### config.mk
export PLATFORM = sky130hd
export DESIGN_NAME = serial_subtractor_flat
export DESIGN_NICKNAME = d
export VERILOG_FILES = /design/src/rtl/serial_subtractor_if.sv /design/src/rtl/serial_subtractor.sv /design/src/flat_wrapper.sv
export SDC_FILE = /design/constraint.sdc
export NUM_CORES = 1
export LEC_CHECK = 0
export BUFFER_PORTS_ARGS = -buffer_cell sky130_fd_sc_hd__buf_2
export CAP_MARGIN = 20
export CORE_MARGIN = 4
export CORE_UTILIZATION = 45
export DETAILED_ROUTE_END_ITERATION = 10
export MAX_ROUTING_LAYER = met4
export PLACE_DENSITY = 0.79
export SLEW_MARGIN = 5
export SYNTH_ARGS = -nofsm -noshare
export SYNTH_HDL_FRONTEND = slang
export SYNTH_SLANG_ARGS = --single-unit
### constraint.sdc
create_clock -name clk -period 2.82 [get_ports clk]
set_input_delay 0.564 -clock clk [delete_from_list [all_inputs] [get_ports clk]]
set_output_delay 0.564 -clock clk [all_outputs]
set_load 0.05 [all_outputs]
### src/rtl/serial_subtractor_if.sv
// Handshake/operand bundle for serial_subtractor: master requests, slave computes.
interface serial_subtractor_if #(
    parameter int unsigned N = 4
);
    logic         start;
    logic [N-1:0] a;
    logic [N-1:0] b;
    logic         bi;
    logic         busy;
    logic         done;
    logic [N-1:0] diff;
    logic         bo;

    modport master (
        output start, a, b, bi,
        input  busy, done, diff, bo
    );

    modport slave (
        input  start, a, b, bi,
        output busy, done, diff, bo
    );
endinterface

### src/rtl/serial_subtractor.sv
// Bit-serial subtractor: diff = a - b - bi, K bits per clock, LSB first,
// wrapped in a start/busy/done handshake with result held between operations.
module serial_subtractor #(
    parameter int unsigned N = 4,
    parameter int unsigned K = 1
) (
    input  logic                 clk,
    input  logic                 rst_n,
    serial_subtractor_if.slave   bus
);
    localparam int unsigned STEPS = N / K;
    localparam int unsigned CW    = $clog2(STEPS + 1);

    generate
        if (N < 1 || K < 1 || K > N || (N % K) != 0) begin : g_bad_params
            $error("serial_subtractor: need 1 <= K <= N and N a multiple of K");
        end
    endgenerate

    typedef enum logic {IDLE, RUN} state_t;

    state_t        r_state;
    state_t        w_state_nxt;
    logic          w_accept;
    logic          w_last;

    logic [N-1:0]  r_a_sh;
    logic [N-1:0]  r_b_sh;
    logic [N-1:0]  r_part;
    logic          r_borrow;
    logic [CW-1:0] r_cnt;
    logic [N-1:0]  r_diff;
    logic          r_bo;
    logic          r_done;

    logic [K:0]    w_step;
    logic [K-1:0]  w_chunk;
    logic          w_borrow;
    logic [N-1:0]  w_part_nxt;

    // (K+1)-bit difference: bit K is set exactly when the chunk underflows.
    assign w_step     = {1'b0, r_a_sh[K-1:0]} - {1'b0, r_b_sh[K-1:0]} - {{K{1'b0}}, r_borrow};
    assign w_chunk    = w_step[K-1:0];
    assign w_borrow   = w_step[K];
    // Written as shift/or so that K == N needs no zero-width slice.
    assign w_part_nxt = (r_part >> K) | (N'(w_chunk) << (N - K));
    assign w_last     = (r_cnt == CW'(STEPS - 1));

    always_ff @(posedge clk or negedge rst_n) begin
        if (!rst_n) begin
            r_state <= IDLE;
        end else begin
            r_state <= w_state_nxt;
        end
    end

    always_comb begin
        w_state_nxt = r_state;
        w_accept    = 1'b0;
        case (r_state)
            IDLE: begin
                if (bus.start) begin
                    w_accept    = 1'b1;
                    w_state_nxt = RUN;
                end
            end
            RUN: begin
                if (w_last) begin
                    w_state_nxt = IDLE;
                end
            end
            default: w_state_nxt = IDLE;
        endcase
    end

    always_ff @(posedge clk or negedge rst_n) begin
        if (!rst_n) begin
            r_a_sh   <= '0;
            r_b_sh   <= '0;
            r_part   <= '0;
            r_borrow <= 1'b0;
            r_cnt    <= '0;
            r_diff   <= '0;
            r_bo     <= 1'b0;
            r_done   <= 1'b0;
        end else begin
            r_done <= 1'b0;
            if (w_accept) begin
                r_a_sh   <= bus.a;
                r_b_sh   <= bus.b;
                r_borrow <= bus.bi;
                r_part   <= '0;
                r_cnt    <= '0;
            end else if (r_state == RUN) begin
                r_a_sh   <= r_a_sh >> K;
                r_b_sh   <= r_b_sh >> K;
                r_part   <= w_part_nxt;
                r_borrow <= w_borrow;
                r_cnt    <= r_cnt + 1'b1;
                if (w_last) begin
                    r_diff <= w_part_nxt;
                    r_bo   <= w_borrow;
                    r_done <= 1'b1;
                end
            end
        end
    end

    assign bus.busy = (r_state == RUN);
    assign bus.done = r_done;
    assign bus.diff = r_diff;
    assign bus.bo   = r_bo;
endmodule
### src/flat_wrapper.sv
// flat-port wrapper written by rule: the top's interface ports become plain ports
module serial_subtractor_flat 
#(
    parameter int unsigned N = 4,
    parameter int unsigned K = 1
)
  (clk, rst_n, bus_start, bus_a, bus_b, bus_bi, bus_busy, bus_done, bus_diff, bus_bo);
  serial_subtractor_if #(.N(N)) bus_i ();
  input  logic clk;
  input  logic rst_n;
  input wire logic [$bits(bus_i.start)-1:0] bus_start;
  input wire logic [$bits(bus_i.a)-1:0] bus_a;
  input wire logic [$bits(bus_i.b)-1:0] bus_b;
  input wire logic [$bits(bus_i.bi)-1:0] bus_bi;
  output wire logic [$bits(bus_i.busy)-1:0] bus_busy;
  output wire logic [$bits(bus_i.done)-1:0] bus_done;
  output wire logic [$bits(bus_i.diff)-1:0] bus_diff;
  output wire logic [$bits(bus_i.bo)-1:0] bus_bo;
  assign bus_i.start = bus_start;
  assign bus_i.a = bus_a;
  assign bus_i.b = bus_b;
  assign bus_i.bi = bus_bi;
  assign bus_busy = bus_i.busy;
  assign bus_done = bus_i.done;
  assign bus_diff = bus_i.diff;
  assign bus_bo = bus_i.bo;
  serial_subtractor #(.N(N), .K(K)) u_core (.clk(clk), .rst_n(rst_n), .bus(bus_i));
endmodule
# Yosys cells after proc, flatten, opt, wreduce, memory -nomap -nowiden
# Index checks and enable logic that the tools add are counted.
# totals
ff_bits	23
wordCells	35
out_inout_bits	7
inputBits	12
# classes
reduce_logical	2
muxes	17
eq_ne	1
addsub	3
bitwise_logic	3
# op_table
op	count
4-bit 2-to-1 mux	6
1-bit 2-to-1 mux	8
3-bit 2-to-1 mux	2
3-bit by 4-bit bitwise OR with 4-bit output	1
3-bit by 1-bit adder with 3-bit output, second input constant	1
3-bit by 2-bit equality test with 1-bit output, second input constant	1
3-bit AND reduction	1
1-bit NOT	2
1-bit one-hot mux with 2 select lines	1
2-bit nonzero test	1
1-bit by 1-bit subtractor with 2-bit output	1
2-bit by 1-bit subtractor with 2-bit output	1

# Longest topological paths before layout
# depth
word_depth	5
mapped_depth	4
depth_no_buf	4

# Worst setup path after synthesis
# Ideal clock, no wire load.
# synth_timing
path_kind	flip-flop to flip-flop
from	register u_core.r_state (netlist: u_core.bus.busy)
to	register u_core.r_bo (netlist: u_core.bus.bo)
n_path_buf	1
required_time_ns	2.695
slack_ns	1.473
stages_incl_launch_ff	4
setup_ns	0.125
period_less_slack_ns	1.347
t_arrival_ns	1.222
cell_sequence	dfrtp_1 -> buf_4 -> nand2_4 -> mux2_4
# synth_between
elab_chain_cells	3
# synth_lines
item	line	source
start: declaration	serial_subtractor.sv:22	state_t r_state;
start signal: assignment	serial_subtractor.sv:53	r_state <= w_state_nxt;
1-bit 2-to-1 mux	serial_subtractor.sv:60	case (r_state)
1-bit NOT (no source line)	n/a	
3-bit AND reduction (no source line) (*)	n/a	
end signal: assignment	serial_subtractor.sv:102	r_bo <= w_borrow;
end: declaration	serial_subtractor.sv:33	logic r_bo;
# Mark *: on every way between the ends. The rest lies on a longest branch, timed or not.
# A chain may end at the register's enable or synchronous reset.

# Final worst setup path
# layout_timing
from	register u_core.r_diff[1] (netlist: u_core.bus.diff[1])
to	output port bus_diff[1]
# layout_lines
item	line	source
start: declaration	serial_subtractor.sv:32	logic [N-1:0] r_diff;
start signal: assignment	serial_subtractor.sv:101	r_diff <= w_part_nxt;
end: declaration	flat_wrapper.sv:17	output wire logic [$bits(bus_i.diff)-1:0] bus_diff;
# No word-level cell between the ends.

==> impl_metrics.sql <==
INSERT INTO impl_metrics (metric_group, metric, value, unit) VALUES
('run_status', 'result_of_the_run', 'completed', ''),
('global_route', 'number_of_global_route_vias_before_repair', '566', ''),
('detailed_routing', 'wirelength', '1429', 'um'),
('sta', 'final_period_minus_worst_setup_slack', '1.498', 'ns'),
('logic_synthesis', 'synth.distinct_cells', '17', ''),
('logic_synthesis', 'synth-compound-area-share', '6.821', '%'),
('logic_synthesis', 'synth_nets', '92', ''),
('placed_design', 'place_congestion', '0.6854', ''),
('global_route', 'grt_antenna_before_repair', '0', ''),
('layout', 'seqCellArea', '550.5', 'um2'),
('layout', 'num-nets-final', '112', ''),
('floorplanning', 'dieArea', '2968', 'um2'),
('pwr', 'power.density', '1170', 'nW/um2'),
('global_route', 'grt_max_degree', '27', ''),
('logic_synthesis', 'synth_top_family_by_area', 'multiplexers', ''),
('sta', 'final_max_slew_viol_count', '0', ''),
('layout', 'syn2layout_area_growth', '14.03', '%'),
('clock_network', 'depth_of_the_cts_h_tree', '1', ''),
('clock_network', 'cts_sinks', '22', ''),
('logic_synthesis', 'yosysWarningCount', '0', ''),
('sta', 'timing_hold_violations_final', '0', ''),
('placed_design', 'pre_cts_slack', '1.422', 'ns'),
('logic_synthesis', 'syn_area', '972.2', 'um2'),
('detailed_routing', 'post_drt_via_cell_ratio', '4.829', ''),
('pwr', 'power.sequential.fraction', '40.7', '%'),
('critical_path', 'cpPeakStageDelay', '0.37', 'ns'),
('worst_hold_path', 'hold_class', 'in2async', ''),
('pwr', 'vdd_ir_drop_max', '0.6024', 'mV'),
('clock_network', 'clk_transition_reported_paths', '0.11', 'ns'),
('global_route', 'grt.overflow.total', '0', ''),
('critical_path', 'cp.required', '2.26', 'ns'),
('pwr', 'power_frac_comb', '46.4', '%'),
('placed_design', 'half_perimeter_wire_length_after_detailed_placement', '1098', 'um'),
('clock_network', 'cts.root.buffer_cell', 'sky130_fd_sc_hd__clkbuf_4', ''),
('critical_path', 'critPathMaxFanout', '2', ''),
('logic_synthesis', 'avg_inst_size_synth', '12.63', 'um2'),
('critical_path', 'critical_path.endpoint_type', 'output port', ''),
('sta', 'rsz0062_at_grt', 'no', ''),
('sta', 'fin_ws', '1.322', 'ns'),
('floorplanning', 'die_width', '54.48', 'um'),
('logic_synthesis', 'portion_of_the_post_synthesis_area_used_by_sequential_elements', '56.63', '%'),
('clock_network', 'cts.hold.buffers_added', '0', ''),
('sta', 'tightest_slew', '0.4747', 'ns'),
('clock_network', 'worst_skew_pair.late_latency', '0.30', 'ns'),
('run', 'max_cap_viol_count', '0', ''),
('logic_synthesis', 'synth_area_leader_cell', 'sky130_fd_sc_hd__dfrtp_1', ''),
('layout', 'multi_input_area', '367.9', 'um2'),
('clock_network', 'tritoncts.num_buffers', '3', ''),
('logic_synthesis', 'synth_simple_gate_area_share', '6.692', '%'),
('detailed_routing', 'drt.antenna.violating_nets', '0', ''),
('pwr', 'share_clk_of_total_power', '12.8', '%'),
('sta', 'slew_headroom', '68.36', '%'),
('detailed_routing', 'first_pass_iters', '4', ''),
('layout', 'share_of_final_layout_standard_cells_stronger_than_drive_strength_1', '30.21', '%'),
('detailed_routing', 'routed_wirelength_normalized_by_instance_count', '11.62', 'um'),
('critical_path', 'reg2reg_slack', '1.44', 'ns'),
('critical_path', 'worstReg2RegEnd', 'u_core.bus.diff[1]', ''),
('critical_path', 'arrival', '0.93', 'ns'),
('logic_synthesis', 'synth-seq-cells', '22', ''),
('placed_design', 'port-buffer-count', '18', ''),
('critical_path', 'critical-path-top-delay-family', 'flip-flops', ''),
('floorplanning', 'ports_placed_on_the_boundary', '19', ''),
('clock_network', 'tritoncts', 'done', ''),
('clock_network', 'clk_path_buf_depth', '2', ''),
('logic_synthesis', 'synth_top_area_share', '56.63', '%'),
('sta', 'setup-violations-final', '0', ''),
('clock_network', 'post_cts_resize_count', '0', ''),
('critical_path', 'crit_type', 'reg2out', ''),
('clock_network', 'post-cts-setup-buffers', '0', ''),
('sta', 'finalSetupTns', '0', 'ns'),
('critical_path', 'worst_setup_path_startpoint', 'u_core.bus.diff[1]', '');
[registers in the layout, indices dropped and copies added (netlist names)]
signal	count
u_core.bus.bo	1
u_core.bus.busy	1
u_core.bus.diff	4
u_core.bus.done	1
u_core.r_a_sh	4
u_core.r_b_sh	4
u_core.r_borrow	1
u_core.r_cnt	3
u_core.r_part	3
[placed cells by master, fill, tap and decap left out, drive strengths merged]
cell | Yosys | routed
a22o | 3 | 3
dfrtp | 22 | 22
buf | 4 | 19
fa | 1 | 1
ha | 2 | 2
nand2b | 2 | 2
inv | 6 | 6
clkbuf | 0 | 4
nand2 | 9 | 9
mux2 | 5 | 5
nor2 | 3 | 3
mux2i | 12 | 12
o21ai | 8 | 8
[worst min path at each step]
stage                startpoint                  to  slack (ns)  cells past startpoint
2_1_floorplan             rst_n       u_core.bus.bo        0.27                      0
3_5_place_dp   u_core.r_b_sh[2]    u_core.r_b_sh[1]        0.48                      2
3_3_place_gp   u_core.r_b_sh[1]    u_core.r_b_sh[0]        0.47                      2
6_report                  rst_n     u_core.r_cnt[2]        0.20                      1
5_1_grt                   rst_n  u_core.bus.diff[0]        0.23                      1
4_1_cts                   rst_n  u_core.bus.diff[0]        0.22                      1
[logic make-up (layout without fill, tap and decap cells)]
logic type	Yosys count	in the layout
AOI/OAI and AO/OA	11	11
adders and majority gates	3	3
buffers and inverters	10	29
DFF	22	22
muxes	17	17
and+or+nand+nor	14	14
[cells in the mapped netlist]
library cell,instances
sky130_fd_sc_hd__nor2_1,3
sky130_fd_sc_hd__nand2_4,1
sky130_fd_sc_hd__nand2_1,8
sky130_fd_sc_hd__buf_4,2
sky130_fd_sc_hd__fa_1,1
sky130_fd_sc_hd__mux2i_1,12
sky130_fd_sc_hd__nand2b_1,2
sky130_fd_sc_hd__mux2_2,1
sky130_fd_sc_hd__dfrtp_1,22
sky130_fd_sc_hd__inv_1,6
sky130_fd_sc_hd__mux2_4,4
sky130_fd_sc_hd__buf_6,1
sky130_fd_sc_hd__o21ai_1,7
sky130_fd_sc_hd__a22o_1,3
sky130_fd_sc_hd__ha_1,2
sky130_fd_sc_hd__o21ai_0,1
sky130_fd_sc_hd__buf_2,1
[area by class of cell]
| class | instances | area share (%) |
|---|---|---|
| inverters | 6 | 2.032 |
| well taps | 27 | 3.047 |
| flip-flops and latches | 22 | 49.66 |
| clock buffers | 4 | 3.273 |
| repair buffers | 19 | 8.804 |
| multi-input cells | 45 | 33.18 |
[stage by stage]
stage / std cells / area, um2 / utilization, % / total power [uW] / hold WS, ns
after floorplan: 77 / 972.2 / - / 1033 / 0.2684
after global placement: 119 / 1072 / 53.56 / 1126 / 0.4653
after detailed placement: 119 / 1072 / 53.56 / 1153 / 0.4752
after CTS: 123 / 1109 / 55.38 / 1316 / 0.2173
after global routing: 123 / 1109 / 55.38 / 1407 / 0.2266
final: 123 / 1109 / 55.38 / 1297 / 0.2033
[metal layers]
metal | global-route usage [%] | vias to the layer above | share of wire (%)
met4 | 2.490 | 0 | 0.91
met1 | 15.28 | 281 | 45
met3 | 4.360 | 2 | 7.3
met2 | 18.33 | 17 | 47
met5 | - | - | 0
li1 | - | 294 | -
[power groups by stage]
stage	clock, uW	combinational, uW	sequential (uW)
global placement	0	596	530
finish	166	602	528
CTS	171	613	531
global route	188	672	547
detailed placement	0	616	537
floorplan	0	348	684
Note: power is estimated with default switching activity, not from simulation.
